--- src/rtl/mbist_mem_pkg.sv ---
// mbist_mem_pkg: shared FSM encodings, bank-select width helper and read-latency limits
package mbist_mem_pkg;
  localparam logic [1:0] IDLE    = 2'd0;
  localparam logic [1:0] MEM     = 2'd1;
  localparam logic [1:0] RD_WAIT = 2'd2;
  localparam logic [1:0] RESP    = 2'd3;
  localparam int MIN_RD_LAT = 1;
  localparam int MAX_RD_LAT = 3;
  function automatic int sel_wd(input int n);
    return (n <= 2) ? 1 : $clog2(n);
  endfunction
endpackage

--- src/rtl/mbist_mem_rd_pipe.sv ---
// mbist_mem_rd_pipe: delays the read-start pulse by MEM_RD_LAT-1 cycles into rd_capture
module mbist_mem_rd_pipe #(
  parameter int MEM_RD_LAT = 1
) (
  input  logic clk,
  input  logic rst,
  input  logic start,
  output logic rd_capture
);
  if (MEM_RD_LAT == 1) begin : g_direct
    assign rd_capture = start;
  end else begin : g_shift
    logic [MEM_RD_LAT-2:0] sr;
    always_ff @(posedge clk or posedge rst)
      if (rst) sr <= '0;
      else sr <= (sr << 1) | (MEM_RD_LAT-1)'(start);
    assign rd_capture = sr[MEM_RD_LAT-2];
  end
endmodule

--- src/rtl/mbist_mem_bank_bridge.sv ---
// mbist_mem_bank_bridge: wishbone-classic slave to BIST_NO_SRAM SRAM banks with registered controls.
// Define MBIST_MEM_ERR_EN to answer invalid-bank accesses with wb_err_o instead of a dummy ack.
module mbist_mem_bank_bridge
  import mbist_mem_pkg::*;
#(
  parameter int BIST_NO_SRAM = 4,
  parameter int BIST_ADDR_WD = 10,
  parameter int BIST_DATA_WD = 32,
  parameter int MEM_RD_LAT   = 1,
  localparam int SEL_WD  = sel_wd(BIST_NO_SRAM),
  localparam int MASK_WD = BIST_DATA_WD / 8
) (
  input  logic                               wb_clk_i,
  input  logic                               wb_rst_i,
  input  logic                               wb_cyc_i,
  input  logic                               wb_stb_i,
  input  logic                               wb_we_i,
  input  logic [SEL_WD+BIST_ADDR_WD-1:0]     wb_adr_i,
  input  logic [BIST_DATA_WD-1:0]            wb_dat_i,
  input  logic [MASK_WD-1:0]                 wb_sel_i,
  output logic [BIST_DATA_WD-1:0]            wb_dat_o,
  output logic                               wb_ack_o,
  output logic                               wb_err_o,
  output logic                               mem_clk_o,
  output logic [BIST_NO_SRAM-1:0]            mem_cen_o,
  output logic [BIST_NO_SRAM-1:0]            mem_web_o,
  output logic [MASK_WD-1:0]                 mem_mask_o,
  output logic [BIST_ADDR_WD-1:0]            mem_addr_o,
  output logic [BIST_DATA_WD-1:0]            mem_din_o,
  input  logic [BIST_NO_SRAM*BIST_DATA_WD-1:0] mem_dout_i
);
  localparam int PAD_WD = (1 << SEL_WD) * BIST_DATA_WD;
  if (MEM_RD_LAT < MIN_RD_LAT || MEM_RD_LAT > MAX_RD_LAT) begin : g_bad_lat
    $error("MEM_RD_LAT out of range");
  end
  logic [1:0] state;
  logic [SEL_WD-1:0] bank_in, bank_q;
  logic [BIST_NO_SRAM-1:0] bank_oh;
  logic [PAD_WD-1:0] dout_pad;
  logic [BIST_DATA_WD-1:0] rd_data;
  logic we_q, alive, accept, rd_capture;
  assign mem_clk_o = wb_clk_i;
  assign bank_in = wb_adr_i[SEL_WD+BIST_ADDR_WD-1 -: SEL_WD];
  // out-of-range banks shift out of the one-hot and read from the zero padding
  assign bank_oh = BIST_NO_SRAM'(1) << bank_in;
  assign dout_pad = PAD_WD'(mem_dout_i);
  assign rd_data = dout_pad[bank_q*BIST_DATA_WD +: BIST_DATA_WD];
  assign accept = (state == IDLE) && wb_cyc_i && wb_stb_i;
  mbist_mem_rd_pipe #(.MEM_RD_LAT(MEM_RD_LAT)) u_rd_pipe (
    .clk(wb_clk_i),
    .rst(wb_rst_i),
    .start((state == MEM) && !we_q),
    .rd_capture(rd_capture)
  );
  always_ff @(posedge wb_clk_i or posedge wb_rst_i)
    if (wb_rst_i) begin
      state <= IDLE;
      mem_cen_o <= '1;
      mem_web_o <= '1;
      mem_mask_o <= '0;
      mem_addr_o <= '0;
      mem_din_o <= '0;
      wb_dat_o <= '0;
      wb_ack_o <= 1'b0;
      wb_err_o <= 1'b0;
      bank_q <= '0;
      we_q <= 1'b0;
      alive <= 1'b0;
    end else begin
      wb_ack_o <= 1'b0;
      wb_err_o <= 1'b0;
      case (state)
        IDLE: if (accept) begin
          bank_q <= bank_in;
          we_q <= wb_we_i;
          alive <= 1'b1;
          mem_mask_o <= wb_sel_i;
          mem_addr_o <= wb_adr_i[BIST_ADDR_WD-1:0];
          mem_din_o <= wb_dat_i;
`ifdef MBIST_MEM_ERR_EN
          if (~|bank_oh) begin
            state <= RESP;
            wb_err_o <= 1'b1;
          end else
`endif
          begin
            state <= MEM;
            mem_cen_o <= ~bank_oh;
            mem_web_o <= wb_we_i ? ~bank_oh : '1;
          end
        end
        MEM, RD_WAIT: begin
          mem_cen_o <= '1;
          mem_web_o <= '1;
          alive <= alive && wb_cyc_i;
          state <= (we_q || rd_capture) ? RESP : RD_WAIT;
          wb_ack_o <= (we_q || rd_capture) && alive && wb_cyc_i;
          if (rd_capture) wb_dat_o <= rd_data;
        end
        default: state <= IDLE;
      endcase
    end
endmodule
--- config.mk ---
export PLATFORM = sky130hd
export DESIGN_NAME = mbist_mem_bank_bridge
export DESIGN_NICKNAME = d
export VERILOG_FILES = /design/src/rtl/mbist_mem_pkg.sv /design/src/rtl/mbist_mem_rd_pipe.sv /design/src/rtl/mbist_mem_bank_bridge.sv
export SDC_FILE = /design/constraint.sdc
export NUM_CORES = 1
export LEC_CHECK = 0
export BUFFER_PORTS_ARGS = -buffer_cell sky130_fd_sc_hd__buf_2
export CAP_MARGIN = 20
export CORE_MARGIN = 2
export CORE_UTILIZATION = 44
export CTS_CLUSTER_DIAMETER = 60
export CTS_CLUSTER_SIZE = 25
export DETAILED_ROUTE_END_ITERATION = 16
export MAX_ROUTING_LAYER = met4
export PLACE_DENSITY = 0.81
export SLEW_MARGIN = 20
export SYNTH_ARGS = -nofsm -noshare
export SYNTH_HDL_FRONTEND = slang
export SYNTH_SLANG_ARGS = --single-unit
--- constraint.sdc ---
create_clock -name wb_clk_i -period 3.4 [get_ports wb_clk_i]
set_input_delay 0.17 -clock wb_clk_i [delete_from_list [all_inputs] [get_ports wb_clk_i]]
set_output_delay 0.17 -clock wb_clk_i [all_outputs]
set_load 0.03 [all_outputs]
* Yosys cells after proc, flatten, opt, wreduce, memory -nomap -nowiden *
Cells that the tools add are included.

cells by class
  equality and inequality tests = 3
  muxes and demuxes = 11
  shift-type cells = 2
  bitwise operators = 1
  reductions and logical operators = 14

operators with widths
  cell                                                                   count
  128-bit by 8-bit indexed part select with 32-bit output                1
  4-bit one-hot mux with 2 select lines                                  2
  4-bit two-way mux                                                      3
  1-bit logical AND                                                      6
  2-bit AND reduction                                                    3
  4-bit inverter                                                         1
  2-bit one-hot mux with 2 select lines                                  1
  1-bit by 2-bit left shift with 4-bit output, first input constant      1
  1-bit two-way mux                                                      3
  2-bit by 1-bit equality test with 1-bit output, second input constant  1
  2-bit equality test, second input constant                             1
  2-bit logical NOT                                                      1
  2-bit two-way mux                                                      1
  2-bit != test, second input constant                                   1
  1-bit one-hot mux with 2 select lines                                  1
  2-bit nonzero test                                                     1
  2-bit OR reduction                                                     1
  1-bit logical NOT                                                      1
  1-bit logical OR                                                       1

word-level totals
  register bits = 93
  output and inout bits = 89

* Logic depth before layout (Yosys ltp) *
Gate-level depths: netlist of the first run.

  word-level depth = 6
  gate-level depth with buffers = 8
  depth with buffers taken out = 5

* Cells and area by module *
A second synthesis of the first run with hierarchy kept.

unflattened totals
  cell total of the unflattened synthesis = 343
  area, all modules = 4574.4 µm²

modules (own cells, without submodules)
  module                 cells an instance  instances  seq. area each (µm²)  area an instance (µm²)
  mbist_mem_bank_bridge  342                1          2337.2                4566.9
  mbist_mem_rd_pipe      1                  1          0.0                   7.5

==> results of run 1 <==
## worst min-delay path: cells and delay by family
kind	cells	cell delay (ns)
buf+inv	1	0.08
compound gates	1	0.13
mux	1	0.06
## per-layer routing
| metal | part of all wire | wire, um | vias up |
|---|---|---|---|
| met3 | 0.085 | 1240 | 33 |
| met2 | 0.53 | 7616 | 243 |
| met5 | 0 | 0 | - |
| li1 | - | - | 2115 |
| met4 | 0.024 | 350 | 0 |
| met1 | 0.37 | 5299 | 2144 |
## flip-flops by register name, indices dropped and copies added (netlist names), 2 cells and up
register / flops
bank_q: 2
mem_addr_o: 10
mem_cen_o: 4
mem_din_o: 32
mem_mask_o: 4
mem_web_o: 4
state: 2
wb_dat_o: 32
## worst max-delay path by stage
| stage | start | to | depth (start not counted) |
|---|---|---|---|
| floorplan | wb_rst_i | alive$_DFFE_PP0P_ | 1 |
| global placement | state[1]$_DFFE_PP0P_ | state[0]$_DFFE_PP0P_ | 5 |
| detailed placement | state[1]$_DFFE_PP0P_ | state[0]$_DFFE_PP0P_ | 5 |
| CTS | wb_clk_i | mem_clk_o | 3 |
| global route | state[1]$_DFFE_PP0P_ | state[0]$_DFFE_PP0P_ | 5 |
| finish | state[1]$_DFFE_PP0P_ | state[0]$_DFFE_PP0P_ | 5 |
## final cells by class
| cell class | count | area share |
|---|---|---|
| clock buffers | 15 | 0.02799 |
| inverters | 5 | 0.002986 |
| repair buffers | 324 | 0.2821 |
| multi-input cells | 313 | 0.3070 |
| well taps | 136 | 0.02538 |
| flip-flops and latches | 93 | 0.3491 |
| clock inverters | 5 | 0.005411 |
## through the flow
step | setup slack [ns] | instance area, um^2
after floorplan | 0.8229 | 4603
after global routing | 0.9761 | 6705
final | 1.120 | 6705
after global placement | 1.249 | 5976
after CTS | 1.126 | 6705
after detailed placement | 1.160 | 5976
## cell usage after synthesis (4+ instances only)
cell      number  area share
dfstp_2        8       0.046
nand4_1        4      0.0054
buf_6          5       0.012
o21a_1         6      0.0098
nand2_1      181        0.15
mux2i_1       65        0.14
inv_1          5      0.0041
dfrtp_1       85        0.46
buf_2         20       0.022
o221ai_2      30       0.098
o21ai_0        4      0.0043
## cells by family (layout without fill, tap and decap cells)
family / Yosys count / count (layout) / synth area share
AOI/OAI and AO/OA: 46 / 46 / 0.1242
and+or+nand+nor: 198 / 198 / 0.1715
buffers and inverters: 37 / 349 / 0.04621
other: 1 / 1 / 0.0008147
muxes: 65 / 65 / 0.1413
DFF: 93 / 93 / 0.5077
adders and majority gates: 3 / 3 / 0.008155
## power by group
group | switching, W | total (W) | internal [W]
Combinational | 0.0000913 | 0.000218 | 0.000127
Sequential | 0 | 0.00111 | 0.00111
Clock | 0.000436 | 0.000807 | 0.000371
Total | 0.000527 | 0.00213 | 0.00160
==> summary.md, run 1 <==
| Metric | Value |
|---|---|
| Status | `finished, final reports clean` |
| Initial core utilization | `0.4499` |
| Final setup vio count | `0` |
| F_max | `438.6 MHz` |
| DR DRC count | `0` |
| Ys async rst share | `1.000` |
| Die width | `106.3 um` |
| Worst-case reg-to-reg path depth | `5` |
| Diode count | `0` |
| Fin Clk Skew | `0.01231 ns` |
| Fin crit period | `2.280 ns` |
| Routed WL | `14.51 mm` |
| Seq/Total Area, Yosys | `0.5077` |
| RSZ-0062 raised after global routing | `no` |
| RR Startpoint | `state[1]$_DFFE_PP0P_` |
| # hold bufs at CTS | `51` |
| CTS tree | `yes` |
| Nets@finish | `934` |
| Critical Path, Cell by Cell | `inv_1, ha_1, nand3_2, buf_4, a311o_1` |
| Hold Crit Depth | `3` |
| Worst hold slack | `0.02959 ns` |
| Setup repair bufs after CTS | `0` |
| Post-synth EDFFs | `0` |
| Setup TNS | `0 ns` |
| GRT overflow | `0` |
| WL/cell | `16.28 um` |
| Worst Tran Pin Value | `1.048 ns` |
| Netlist Area Pre-Place | `4603 um^2` |
| Resize count post-CTS | `0` |
| Vias in the first global route | `4763` |
| GR Util All Layers | `0.2649` |
| Core footprint | `10230 um^2` |
| Placer Congestion | `0.7997` |
| Latest clock arrival within the worst-skew pair | `0.46 ns` |
| Final std cells w/o fill | `891` |
| Worst Hold Class | `in2reg` |
| CP max FO | `31` |
| Die ar. | `11300 um^2` |
| Final period util | `0.6706` |
| Post-Synthesis Cells | `443` |
| Layout cells sized above 1 | `0.4477` |
| Std-Cell Rows | `37` |
| Peak VDD IR | `0.2283 mV` |
| Largest delay share family, worst path | `buffers and inverters` |
| DP Cell Count | `821` |
| Clock-pin slew on the worst setup and hold paths | `0.09 ns` |
| Synth warn | `0` |
| Reg area | `2341 um^2` |
| Critical Path Source Type | `flop` |
| Ports | `270` |
| Detail-routed via count per cell | `5.090` |
| Max-slew violations | `0` |
| WP buf/inv | `2` |
| Area Growth Syn to Fin | `45.66%` |
| Final core utilization | `0.6554` |
| Vias | `4535` |
| GR Util met3 | `0.06990` |
| GR Layer Usage met2 | `0.4629` |
| Post-Synthesis Net Count | `627` |
| Top FF cell, synth | `dfrtp_1` |
| Crit path DAT | `2.63 ns` |
| Syn Area/Cell | `10.39 um^2` |
| PortBufs | `268` |
| Netlist cell types | `30` |
| Most common cell after layout, fill and taps aside | `buf_2` |
| DR pass1 iterations | `5` |
| Reg2reg setup slack | `1.12 ns` |
| Die height | `106.3 um` |
| Dpl hpwl | `9.664 mm` |
| Crit Path Category | `reg2reg` |
| Multi-input logic area | `2058 um^2` |
| Antenna violations before repair | `0` |
| Design Power | `0.002130 W` |
| Power per cell area | `317.7 nW/um^2` |
| Critical Path Sink Type | `flop` |
| Slew HR | `0.3011` |
| Met1 Usage GRT | `0.2862` |
| Slowest stage delay, CP | `0.53 ns` |
| Fill count | `784` |
| Final ANT Viol Nets | `0` |
| Busiest grt layer | `met2` |
| Number of DRC markers in iteration 0 | `200` |
| Commonest cells after routing, fill and taps aside | `buf_2, nand2_1, dfrtp_1` |
| Critical-path top delay cell | `nand3_2` |
| Static Leakage | `3.401 nW` |
| Worst Hold Path EP | `wb_dat_o[29]$_DFFE_PP0P_` |
| Reg-to-Reg End | `state[0]$_DFFE_PP0P_` |
| Largest net degree at the start of global routing | `66` |
| First-pass GRT wire length | `22.91 mm` |
| CP required | `3.75 ns` |
| Hold Violations, Final | `0` |
| Total of max-cap violations | `0` |
| Worst hold path startpoint | `mem_dout_i[125]` |
| Number of synthesized register bits | `93` |
Note: power is estimated with default switching activity, not from simulation.
==> run 2, diff against run 1 <==
==> constraint.sdc (replaced) <==
create_clock -name wb_clk_i -period 2.2 [get_ports wb_clk_i]
set_input_delay 0.11 -clock wb_clk_i [delete_from_list [all_inputs] [get_ports wb_clk_i]]
set_output_delay 0.11 -clock wb_clk_i [all_outputs]
set_load 0.03 [all_outputs]
==> run 2 against run 1 <==
Non-clock buffer count increased by 110. Cell count increased by 12%. Wire length increased by 24%. Largest cell class is now non-clock buffers. Largest power group unchanged.
==> summary.md, run 2 (synthesis results as in run 1) <==
| Metric | Value |
|---|---|
| Fin crit period | `2.028 ns (was 2.280 ns)` |
| Final setup vio count | `0 (unchanged)` |
| Post-route cell area | `7856 um^2 (was 6705 um^2)` |
| Slew HR | `0.3436 (was 0.3011)` |
| PortBufs | `268 (unchanged)` |
| Layout cells sized above 1 | `0.4000 (was 0.4477)` |
| Critical Path Sink Type | `flop (unchanged)` |
| Diode count | `0 (unchanged)` |
| Antenna violations before repair | `0 (unchanged)` |
| Number of DRC markers in iteration 0 | `290 (was 200)` |
| Fin Clk Skew | `0.009190 ns (was 0.01231 ns)` |
| DP Cell Count | `827 (was 821)` |
| Ports | `270 (unchanged)` |
| Static Leakage | `3.879 nW (was 3.401 nW)` |
| GR Util All Layers | `0.3211 (was 0.2649)` |
| Largest net degree at the start of global routing | `51 (was 66)` |
| Worst Tran Pin Value | `0.9846 ns (was 1.048 ns)` |
| GRT overflow | `0 (unchanged)` |
| Detail-routed via count per cell | `5.210 (was 5.090)` |
| Die height | `106.3 um (unchanged)` |
| Most common cell after layout, fill and taps aside | `buf_2 (unchanged)` |
| Power per cell area | `445.6 nW/um^2 (was 317.7 nW/um^2)` |
| Resize count post-CTS | `0 (unchanged)` |
| F_max | `493.1 MHz (was 438.6 MHz)` |
| Std-Cell Rows | `37 (unchanged)` |
| DR DRC count | `0 (unchanged)` |
| Top Registers | `mem_din_o (32), wb_dat_o (32), mem_addr_o (10) (unchanged)` |
| Peak VDD IR | `0.6074 mV (was 0.2283 mV)` |
| Status | `finished, final reports clean (unchanged)` |
| Hold Violations, Final | `0 (unchanged)` |
| Nets@finish | `1044 (was 934)` |
| Max-slew violations | `0 (unchanged)` |
| Crit path DAT | `2.33 ns (was 2.63 ns)` |
| Final ANT Viol Nets | `0 (unchanged)` |
| Total of max-cap violations | `0 (unchanged)` |
| Dpl hpwl | `9.861 mm (was 9.664 mm)` |
| Area Growth Syn to Fin | `70.67% (was 45.66%)` |
| WL/cell | `18.02 um (was 16.28 um)` |
| Critical Path Source Type | `flop (unchanged)` |
| First-pass GRT wire length | `27.24 mm (was 22.91 mm)` |
| Die width | `106.3 um (unchanged)` |
| Die ar. | `11300 um^2 (unchanged)` |
| Placed inst area | `6075 um^2 (was 5976 um^2)` |
| Vias | `5215 (was 4535)` |
| Setup TNS | `0 ns (unchanged)` |
| Commonest cells after routing, fill and taps aside | `buf_2, nand2_1, dlygate4sd3_1 (was buf_2, nand2_1, dfrtp_1)` |
| Initial core utilization | `0.4499 (unchanged)` |
| Core footprint | `10230 um^2 (unchanged)` |
| Final period util | `0.9219 (was 0.6706)` |
| CP max FO | `24 (was 31)` |
| Design Power | `0.003501 W (was 0.002130 W)` |
| Vias in the first global route | `5564 (was 4763)` |
| Worst Hold Class | `in2reg (unchanged)` |
| Routed WL | `18.04 mm (was 14.51 mm)` |
| DR pass1 iterations | `5 (unchanged)` |
| Crit Path Category | `reg2reg (unchanged)` |
| CTS tree | `yes (unchanged)` |
| Final core utilization | `0.7679 (was 0.6554)` |
| Placer Congestion | `0.7787 (was 0.7997)` |
| RSZ-0062 raised after global routing | `no (unchanged)` |
| Latest clock arrival within the worst-skew pair | `0.46 ns (about the same)` |
| CP required | `2.50 ns (was 3.75 ns)` |
| Final std cells w/o fill | `1001 (was 891)` |
| Clock-pin slew on the worst setup and hold paths | `0.10 ns (was 0.09 ns)` |
==> run 2: worst paths after layout <==
| kind | from | end | slack [ns] | cells past startpoint |
|---|---|---|---|---|
| hold / removal | mem_dout_i[120] | wb_dat_o[24]$_DFFE_PP0P_ | 0.005 | 3 |
| setup / recovery | bank_q[0]$_DFFE_PP0P_ | wb_dat_o[21]$_DFFE_PP0P_ | 0.17 | 4 |
| min in group asynchronous | wb_rst_i | mem_mask_o[3]$_DFFE_PP0P_ | 0.35 | 4 |
| hold reg to reg | mem_din_o[0]$_DFFE_PP0P_ | mem_din_o[0]$_DFFE_PP0P_ | 0.48 | 2 |
| max in group asynchronous | wb_rst_i | bank_q[0]$_DFFE_PP0P_ | 1.29 | 4 |
| setup reg to reg | bank_q[0]$_DFFE_PP0P_ | wb_dat_o[21]$_DFFE_PP0P_ | 0.17 | 4 |
==> run 2: metrics by stage <==
stage,hold WS (ns),worst slack (ns)
global route,0.01347,0.1031
floorplan,0.2154,0.7135
finish,0.005089,0.1719
detailed placement,0.2773,0.2644
global placement,0.2773,0.3829
CTS,0.00005454,0.1469
==> run 2: cell type report <==
| cell class | instances | area [um^2] |
|---|---|---|
| Clock buffer | 15 | 187.7 |
| Clock inverter | 5 | 42.54 |
| Fill cell | 614 | 2375 |
| Inverter | 5 | 22.52 |
| Multi-Input combinational cell | 313 | 2059 |
| Sequential cell | 93 | 2341 |
| Tap cell | 136 | 170.2 |
| Timing Repair Buffer | 434 | 3033 |
==> run 2: layer usage <==
layer  share of wire  routed length [um]  GRT usage  vias to the layer above
li1                -                   -          -                     2342
met1            0.36                6517     0.3439                     2465
met2            0.51                9201     0.5472                      321
met3           0.075                1361    0.06315                       87
met4           0.053                 960     0.1992                        0
met5               0                   0          -                        -
==> run 2: power by group <==
part | leakage (nW) | switching, W | internal, W
logic | 2.67 | 0.000183 | 0.000317
registers | 1.10 | 0 | 0.00171
clock network | 0.110 | 0.000710 | 0.000583
total | 3.88 | 0.000892 | 0.00261
==> run 2: critical path, cell delays in order (launching register included) <==
cell	delay, ns
dfrtp_4	0.63
buf_12	0.25
mux2i_1	0.26
dlygate4sd3_1	0.61
o221ai_2	0.10
==> run 2: what timing repair did <==
action / in CTS / in global routing
buffers inserted: 0 / 1
endpoints found under the hold margin: 168 / 0
endpoints found under the setup margin: 0 / 2
hold buffers: 154 / 0
